--- config.mk ---
export PLATFORM = sky130hd
export DESIGN_NAME = frame_buf_reader
export DESIGN_NICKNAME = d
export VERILOG_FILES = /design/src/rtl/fb_pkg.sv /design/src/rtl/fb_skid_fifo.sv /design/src/rtl/frame_buf_reader.sv
export SDC_FILE = /design/constraint.sdc
export NUM_CORES = 1
export LEC_CHECK = 0
export CAP_MARGIN = 20
export CORE_UTILIZATION = 25
export DETAILED_ROUTE_END_ITERATION = 7
export GPL_TIMING_DRIVEN = 0
export HOLD_SLACK_MARGIN = 0.15
export PLACE_DENSITY = 0.43
export SYNTH_ARGS = -nofsm -noshare
export SYNTH_HDL_FRONTEND = slang
export SYNTH_SLANG_ARGS = --single-unit
--- constraint.sdc ---
create_clock -name clk -period 1.99 [get_ports clk]
set_clock_uncertainty 0.05 [all_clocks]
set_input_delay 0.398 -clock clk [delete_from_list [all_inputs] [get_ports clk]]
set_output_delay 0.398 -clock clk [all_outputs]
set_load 0.01 [all_outputs]
--- src/rtl/fb_pkg.sv ---
// Shared definitions for the frame buffer read path: strobe polarity, FSM
// encoding and default widths that must agree with the frame memory.
package fb_pkg;

  // Every strobe in the frame buffer subsystem is active-low.
  localparam logic ASSERT   = 1'b0;
  localparam logic DEASSERT = 1'b1;

  localparam int FB_DATA_WIDTH = 32;
  localparam int FB_ADDR_WIDTH = 4;
  localparam int FIFO_DEPTH    = 2;

  typedef enum logic [1:0] {
    ST_IDLE  = 2'd0,
    ST_READ  = 2'd1,
    ST_DRAIN = 2'd2,
    ST_DONE  = 2'd3
  } fb_state_e;

  function automatic logic strobe_on(input logic s);
    return s == ASSERT;
  endfunction

endpackage

--- src/rtl/fb_skid_fifo.sv ---
// Two-entry FIFO between the memory read port and the pixel interface.
// push/pop/flush are active-high internal controls; rd_data is the head entry.
module fb_skid_fifo
  import fb_pkg::*;
#(
  parameter int DATA_WIDTH = FB_DATA_WIDTH
) (
  input  logic                  clk,
  input  logic                  reset,
  input  logic                  push,
  input  logic                  pop,
  input  logic                  flush,
  input  logic [DATA_WIDTH-1:0] wr_data,
  output logic [DATA_WIDTH-1:0] rd_data,
  output logic [1:0]            count,
  output logic                  full,
  output logic                  empty
);

  logic [DATA_WIDTH-1:0] entry_data [FIFO_DEPTH];
  logic                  wr_ptr_reg;
  logic                  rd_ptr_reg;
  logic [1:0]            count_reg;
  logic [1:0]            count_next;
  logic                  do_push;
  logic                  do_pop;

  assign empty   = (count_reg == 2'd0);
  assign full    = (count_reg == 2'd2);
  assign do_pop  = pop & ~empty;
  // A push into a full FIFO is only legal when the head leaves on the same edge.
  assign do_push = push & (~full | do_pop);

  genvar gi;
  generate
    for (gi = 0; gi < FIFO_DEPTH; gi++) begin : g_entry
      logic [DATA_WIDTH-1:0] data_reg;

      always_ff @(posedge clk or negedge reset) begin
        if (!reset) begin
          data_reg <= '0;
        end else if (do_push && !flush && (wr_ptr_reg == 1'(gi))) begin
          data_reg <= wr_data;
        end
      end

      assign entry_data[gi] = data_reg;
    end
  endgenerate

  always_comb begin
    count_next = count_reg;
    case ({do_push, do_pop})
      2'b10:   count_next = count_reg + 2'd1;
      2'b01:   count_next = count_reg - 2'd1;
      default: count_next = count_reg;
    endcase
  end

  always_ff @(posedge clk or negedge reset) begin
    if (!reset) begin
      wr_ptr_reg <= 1'b0;
      rd_ptr_reg <= 1'b0;
      count_reg  <= 2'd0;
    end else if (flush) begin
      wr_ptr_reg <= 1'b0;
      rd_ptr_reg <= 1'b0;
      count_reg  <= 2'd0;
    end else begin
      if (do_push) wr_ptr_reg <= ~wr_ptr_reg;
      if (do_pop)  rd_ptr_reg <= ~rd_ptr_reg;
      count_reg <= count_next;
    end
  end

  assign rd_data = entry_data[rd_ptr_reg];
  assign count   = count_reg;

endmodule

--- src/rtl/frame_buf_reader.sv ---
// Scans an address window of the frame memory and streams each word over an
// active-low valid/ready pixel interface, buffered by a two-entry skid FIFO.
module frame_buf_reader
  import fb_pkg::*;
#(
  parameter int DATA_WIDTH = FB_DATA_WIDTH,
  parameter int ADDR_WIDTH = FB_ADDR_WIDTH,
  parameter int MEM_DEPTH  = 1 << ADDR_WIDTH
) (
  input  logic                  clk,
  input  logic                  reset,
  input  logic                  start,
  input  logic                  abort,
  input  logic [ADDR_WIDTH-1:0] base_addr,
  input  logic [ADDR_WIDTH:0]   length,
  output logic [ADDR_WIDTH-1:0] rd_addr,
  output logic                  rd_en,
  input  logic [DATA_WIDTH-1:0] rd_data,
  output logic [DATA_WIDTH-1:0] pix_data,
  output logic                  pix_valid,
  input  logic                  pix_ready,
  output logic                  busy,
  output logic                  done
);

  localparam logic [ADDR_WIDTH:0]   DEPTH_LEN = (ADDR_WIDTH + 1)'(MEM_DEPTH);
  localparam logic [ADDR_WIDTH-1:0] LAST_ADDR = ADDR_WIDTH'(MEM_DEPTH - 1);

  fb_state_e             state_reg;
  fb_state_e             state_next;
  logic [ADDR_WIDTH-1:0] addr_reg;
  logic [ADDR_WIDTH:0]   rem_reg;
  logic                  pending_reg;

  logic                  start_on;
  logic                  abort_on;
  logic                  ready_on;
  logic                  start_accept;
  logic [ADDR_WIDTH:0]   len_clamped;
  logic [ADDR_WIDTH-1:0] addr_inc;
  logic                  fetch;

  logic [DATA_WIDTH-1:0] fifo_head;
  logic [1:0]            fifo_count;
  logic                  fifo_full;
  logic                  fifo_empty;
  logic                  fifo_pop;

  assign start_on = strobe_on(start);
  assign abort_on = strobe_on(abort);
  assign ready_on = strobe_on(pix_ready);

  // The accepted start is held one cycle in pending_reg, so READ begins one
  // edge after the request is sampled.
  assign start_accept = (state_reg == ST_IDLE) && !pending_reg && start_on && !abort_on;
  assign len_clamped  = (length > DEPTH_LEN) ? DEPTH_LEN : length;
  assign addr_inc     = (addr_reg == LAST_ADDR) ? '0 : addr_reg + ADDR_WIDTH'(1);

  assign fifo_pop = !fifo_empty && ready_on && !abort_on;
  // Fetch whenever the word will have a slot after this edge.
  assign fetch    = (state_reg == ST_READ) && !abort_on &&
                    (!fifo_full || fifo_pop);

  fb_skid_fifo #(
    .DATA_WIDTH (DATA_WIDTH)
  ) u_fifo (
    .clk     (clk),
    .reset   (reset),
    .push    (fetch),
    .pop     (fifo_pop),
    .flush   (abort_on),
    .wr_data (rd_data),
    .rd_data (fifo_head),
    .count   (fifo_count),
    .full    (fifo_full),
    .empty   (fifo_empty)
  );

  always_comb begin
    state_next = state_reg;
    if (abort_on) begin
      state_next = ST_IDLE;
    end else begin
      case (state_reg)
        ST_IDLE: begin
          if (pending_reg) begin
            state_next = (rem_reg == '0) ? ST_DONE : ST_READ;
          end
        end
        ST_READ: begin
          if (fetch && (rem_reg == (ADDR_WIDTH + 1)'(1))) begin
            state_next = ST_DRAIN;
          end
        end
        ST_DRAIN: begin
          if (fifo_empty || ((fifo_count == 2'd1) && fifo_pop)) begin
            state_next = ST_DONE;
          end
        end
        ST_DONE: state_next = ST_IDLE;
        default: state_next = ST_IDLE;
      endcase
    end
  end

  always_ff @(posedge clk or negedge reset) begin
    if (!reset) begin
      state_reg <= ST_IDLE;
    end else begin
      state_reg <= state_next;
    end
  end

  always_ff @(posedge clk or negedge reset) begin
    if (!reset) begin
      pending_reg <= 1'b0;
      addr_reg    <= '0;
      rem_reg     <= '0;
    end else begin
      pending_reg <= start_accept;
      if (start_accept) begin
        addr_reg <= base_addr;
        rem_reg  <= len_clamped;
      end else if (fetch) begin
        addr_reg <= addr_inc;
        rem_reg  <= rem_reg - (ADDR_WIDTH + 1)'(1);
      end
    end
  end

  assign rd_addr   = addr_reg;
  assign rd_en     = fetch ? ASSERT : DEASSERT;
  assign pix_data  = fifo_head;
  assign pix_valid = (!fifo_empty && !abort_on) ? ASSERT : DEASSERT;
  assign busy      = (state_reg != ST_IDLE) ? ASSERT : DEASSERT;
  assign done      = (state_reg == ST_DONE) ? ASSERT : DEASSERT;

endmodule

### Yosys cells after proc, flatten, opt, wreduce, memory -nomap -nowiden

Index checks and enable logic that the tools add are counted.

| storage, ports and cells | value |
|---|---|
| ROM bits | 0 |
| bits in registers | 80 |
| word-level logic and storage cells | 89 |
| memories kept | 0 |
| memory bits (writable) | 0 |
| latch bits | 0 |
| input bits | 46 |
| output and inout port bits | 40 |

| cells by class | value |
|---|---|
| add/sub/neg operators | 4 |
| divide/modulo/power cells | 0 |
| order comparisons | 2 |
| multipliers | 0 |
| bitwise gates (word level) | 10 |
| shift-type cells | 0 |
| eq/ne operators | 15 |
| muxes and demuxes | 25 |
| reductions and logical operators | 24 |

Operators by type and width:

| operator | number |
|---|---|
| 32-bit 2-to-1 mux | 3 |
| 5-bit 2-to-1 mux | 3 |
| 1-bit logical AND | 13 |
| 2-bit 2-to-1 mux | 6 |
| 4-bit 2-to-1 mux | 3 |
| 2-bit == test, second input constant | 4 |
| 1-bit 2-to-1 mux | 8 |
| 2-bit one-hot mux with 4 select lines | 1 |
| 2-bit by 1-bit == test with 1-bit output, second input constant | 3 |
| 3-bit != test, second input constant | 2 |
| 1-bit inverter | 6 |
| 5-bit by 1-bit == test with 1-bit output, second input constant | 1 |
| 5-bit greater-than comparator, second input constant | 1 |
| 5-bit zero test | 1 |
| 5-bit by 1-bit subtractor with 5-bit output, second input constant | 1 |
| 4-bit by 1-bit adder with 4-bit output, second input constant | 1 |
| 4-bit == test, second input constant | 1 |
| 2-bit zero test | 2 |
| 2-bit by 1-bit != test with 1-bit output, second input constant | 2 |
| 2-bit one-hot mux with 2 select lines | 1 |
| 2-bit nonzero test | 2 |
| 1-bit zero test | 3 |
| 3-bit by 1-bit != test with 1-bit output, second input constant | 1 |
| 3-bit by 2-bit != test with 1-bit output, second input constant | 1 |
| other kinds (8) | 10 |

### Logic depth before layout (Yosys ltp)

| depth | value |
|---|---|
| word-level depth | 10 |
| depth in mapped cells | 8 |
| gate-level depth less buffers | 7 |

### Modules after synthesis

Synthesis repeated with hierarchy kept, for this count alone.

| unflattened totals | value |
|---|---|
| cell total of the unflattened synthesis | 286 |
| area, all modules | 4000.1 sq um |

By module, submodules not included:

| module | cells an instance | instances | area an instance (sq um) | seq. area each (sq um) |
|---|---|---|---|---|
| fb_skid_fifo | 196 | 1 | 3124.2 | 1701.6 |
| frame_buf_reader | 90 | 1 | 875.8 | 300.3 |

### Least setup slack after synthesis

No wires, ideal clock.

| path | value |
|---|---|
| kind | reg-to-reg |
| from | register u_fifo.count_reg[0] (netlist: u_fifo.count[0]) |
| to | register u_fifo.g_entry[0].data_reg[0] |
| cell stages (with the launch flop) | 9 |
| period minus slack after synthesis | 1.884 ns |
| data required time | 1.813 ns |
| path buffers | 1 |
| setup time | 0.127 ns |
| setup slack | 0.106 ns |
| arrival | 1.706 ns |
| cells stage by stage | dfrtp_1 inv_1 ha_1 o21a_4 nor2_8 inv_2 nor2_8 buf_6 mux2_1 |

| on the way | value |
|---|---|
| longest elaborated chain between the ends | 9 |
| elaborated cells on any way between the ends | 15 |
| classes of those cells | eq/ne: 1; bitwise: 5; reduce/logical: 9 |

Ends and longest elaborated chain:

| item | RTL line | RTL |
|---|---|---|
| start: declaration | fb_skid_fifo.sv:23 | `logic [1:0] count_reg;` |
| start signal: assignment | fb_skid_fifo.sv:72 | `count_reg <= count_next;` |
| 2-bit zero test | fb_skid_fifo.sv:28 | `assign empty = (count_reg == 2'd0);` |
| 1-bit zero test | frame_buf_reader.sv:59 | `assign fifo_pop = !fifo_empty && ready_on && !abort_on;` |
| 1-bit logical AND (2 in series) | frame_buf_reader.sv:59 |  |
| 1-bit bitwise AND / 1-bit logical OR (equally long branches) | fb_skid_fifo.sv:30, frame_buf_reader.sv:62 |  |
| 1-bit OR / 1-bit logical AND (equally long branches) | fb_skid_fifo.sv:32, frame_buf_reader.sv:61 |  |
| 1-bit bitwise AND * | fb_skid_fifo.sv:32 | `assign do_push = push & (~full \| do_pop);` |
| 1-bit logical AND * (2 in series) | fb_skid_fifo.sv:42 | `end else if (do_push && !flush && (wr_ptr_reg == 1'(gi))) begin` |
| end signal: assignment | fb_skid_fifo.sv:43 | `data_reg <= wr_data;` |
| end: declaration | fb_skid_fifo.sv:37 | `logic [DATA_WIDTH-1:0] data_reg;` |

Mark *: on every way between the ends. The rest lies on a longest branch, timed or not.
A chain may end at the register's enable or synchronous reset.

### Final worst setup path

| path | value |
|---|---|
| from | register u_fifo.rd_ptr_reg |
| to | output pix_data[26] |

| on the way | value |
|---|---|
| longest elaborated chain between the ends | 4 |

Ends and longest elaborated chain:

| item | RTL line | RTL |
|---|---|---|
| start: declaration | fb_skid_fifo.sv:22 | `logic rd_ptr_reg;` |
| start signal: assignment | fb_skid_fifo.sv:71 | `if (do_pop) rd_ptr_reg <= ~rd_ptr_reg;` |
| 1-bit inverter with 2-bit output (implied by the code) | fb_skid_fifo.sv:76 | `assign rd_data = entry_data[rd_ptr_reg];` |
| 32-bit 2-to-1 mux (implied by the code) (3 in series) | fb_skid_fifo.sv:76 |  |
| end: declaration | frame_buf_reader.sv:19 | `output logic [DATA_WIDTH-1:0] pix_data,` |

Every way passes these cells. The select of a mux whose other input is x is not followed.

==> qor.yml <==
cells_and_area:
  drive_gt1_share_pct: 41.5
  final.fill_count: 1506
  area_growth_pct: 46.0
  largest_reg_flops: 64
  final_cell_area_um2: 5790
  multi_input_area_um2: 1900
  antennaDiodeCount: 0
  finalNonFillerCells: 618
  final_core_utilization_pct: 37.8
  regArea_um2: 2000
  num-nets-final: 459
power_and_ir_drop:
  ir_drop_v: 0.000536
  seq_power_share_pct: 32.7
  combPwrFrac_pct: 48.6
  total_leakage_power_uw: 0.00263
  switching_share_pct: 31.2
  intPower_uw: 6110
  p_sw_uw: 2770
  finalPower_uw: 8880
  power_per_cell_area_nw_per_um2: 1530
  clkPwrFrac_pct: 18.7
sta:
  period_minus_slack_ps: 2040
  finalMaxSlewViolations: 0
  setup_violations: 14
  clock.fmax_mhz: 490
  slew-limit-headroom_pct: 65.9
  post-route-period-util_pct: 103
  rsz0062_at_grt: "true"
  max_slew.worst_pin.slew_ps: 506
  fin_ws_ps: -52.8
  finalHoldViolCount: 0
global_route:
  grt_max_degree: 49
  grt-ovfl-total: 0
  grt_pass1_vias: 2859
  grtUsageTotal_pct: 12.5
  grt_first_pass_wirelength_mm: 15.2
  grt_antenna_before_repair: 0
logic_synthesis:
  synth_top_cell_by_area: "dfrtp_1"
  synth_cells: 282
  yosys.area.top_type_share_pct: 50.5
  synthFlopType: "dfrtp_1"
  yosysMostFrequentCell: "dfrtp_1"
  syn_avg_cell_area_um2: 14.1
  netlist_area_um2: 3970
  synth_cell_type_count: 35
  yosysWarnings: 0
  ys_top_cells_by_area: "dfrtp_1 (50%), mux2_4 (11%), mux2_2 (11%)"
  async_flop_share_pct: 100
  synth_seq_cells: 80
  yosysSeqAreaShare_pct: 50.5
  syn_nets: 339
  yosys-top-cells-count: "dfrtp_1 (80), mux2_2 (38), mux2_1 (30), mux2_4 (30), o21ai_0 (12)"
  synth-edff-count: 0
routing:
  routedWlPerCell_um: 15.3
  postRouteAntennaNets: 0
  dr.pass1.iters: 3
  vias: 2603
  routed_wirelength_mm: 9.47
  routed_via_density: 4.21
  drc: 0
  drtIter0Drc: 77
cts:
  cts_made_buffers: 9
  worstSkewPairLatency_ps: 340
  clk_pin_slew_ps: 60
  clock_sinks: 80
  cts_tree: "yes"
  ctsLongestPathBuffers: 2
  clock-root-buffer: "clkbuf_16"
  htree_levels: 3
placement:
  gp_congestion: 0.701
  place_area_um2: 5110
  io_buffers: 85
  dp_hpwl_mm: 6.21
  place_inst: 579
floorplan:
  ioPinCount: 86
  core_area_um2: 15300
  die_area_um2: 16400
  start_util_pct: 25.9
  die_w_um: 128
  die_y_um: 128
  num_rows: 45
worst_setup_path:
  critPathBufInv: 4
  path_cells: "buf_12 -> clkbuf_16 -> buf_6 -> mux2_4 -> buf_6"
  crit_family: "buffers and inverters"
  cp.required_ps: 1540
  critical_path_class: "reg -> out"
  slowest_stage: "dfrtp_2"
  slowest_delay_ps: 430
  crit_path_max_fanout: 3
  critPathArrivalTime_ps: 1590
  cp_common_cell: "buf_6"
  worstSetupEndpointType: "output pin"
  startpoint_type: "flop"
outcome:
  status: "finished, violations left"
  violations: "negative setup slack"
job:
  maxCapViolCount: 0
worst_hold_path:
  hp-class: "reg -> reg"
## cells in the final DEF (no fill, tap or decap), types with 8 or more instances in the layout
| master | n |
|---|---|
| mux2_1 | 30 |
| mux2_2 | 31 |
| clkbuf_16 | 12 |
| ha_1 | 8 |
| buf_2 | 15 |
| buf_6 | 28 |
| buf_4 | 14 |
| mux2_4 | 37 |
| o21ai_0 | 12 |
| dfrtp_1 | 79 |
| clkdlybuf4s50_1 | 47 |
## metal layers
metal / track usage (%) / routed length (um) / vias to the layer above
met5: 0 / 0 / -
met1: 15.6 / 4360 / 1298
met2: 20.2 / 4500 / 62
met3: 4.76 / 509 / 10
met4: 3.53 / 104 / 0
li1: - / - / 1233
## per-stage QoR
stage / hold slack (ps) / worst slack, ps / TNS (ps)
6_report: 429 / -52.8 / -443
5_1_grt: 461 / -102 / -1210
3_5_place_dp: 343 / -670 / -36280
2_1_floorplan: 52.4 / 106 / 0
4_1_cts: 436 / -90.4 / -697
3_3_place_gp: 413 / -2740 / -254610
## worst reg2reg max path, cell delays in order, from the launching register on
cell	delay, ps
dfrtp_1	360
inv_2	70
ha_4	170
o21a_4	220
nor2_8	130
buf_4	170
nand2_4	100
buf_6	200
mux2_4	310
## final timing paths
| kind | start | end | slack (ps) | cells past startpoint |
|---|---|---|---|---|
| worst max-delay path | u_fifo.rd_ptr_reg | pix_data[26] | -50 | 5 |
| worst max register to register | u_fifo.count[1] | u_fifo.g_entry[1].data_reg[28] | 100 | 8 |
| worst min-delay path | u_fifo.g_entry[0].data_reg[9] | u_fifo.g_entry[0].data_reg[9] | 430 | 1 |
| max in group asynchronous | reset | u_fifo.g_entry[1].data_reg[25] | 770 | 3 |
| worst min register to register | u_fifo.g_entry[0].data_reg[9] | u_fifo.g_entry[0].data_reg[9] | 430 | 1 |
| min in group asynchronous | reset | u_fifo.g_entry[0].data_reg[3] | 520 | 2 |
## power groups by stage
stage / combinational [uW] / clock (uW) / sequential, uW
floorplan: 2400 / 0 / 2800
global placement: 3870 / 0 / 2890
CTS: 3960 / 1740 / 2900
finish: 4310 / 1660 / 2900
detailed placement: 3900 / 0 / 2910
global route: 4700 / 1820 / 3020
## what timing repair did
action,CTS,global route
cloned,2,1
setup buffers,13,7
resized for setup,158,41
pin swaps,2,2
hold buffers,1,0
endpoints found under the setup margin,98,44
hold endpoints to repair,32,0
## cell type report
type                       count  area share (%)
multi-input combinational    179            32.8
clock inverter                 6            1.02
timing repair buffer         110            19.4
buffer                        11            2.72
inverter                      11           0.799
sequential                    80            34.6
clock buffer                  10            4.13
tap                          211            4.56
## cells by family (layout without fill, tap and decap cells)
| group | Yosys count | after routing | share of synthesized area, % |
|---|---|---|---|
| xor+xnor | 8 | 8 | 1.77 |
| simple gates | 36 | 36 | 5.68 |
| compound gates | 22 | 22 | 3.50 |
| flops | 80 | 80 | 50.5 |
| buf+inv | 23 | 148 | 3.44 |
| fa+ha+maj | 11 | 11 | 3.47 |
| mux | 102 | 102 | 31.7 |
(Power assumes the default switching activity.)
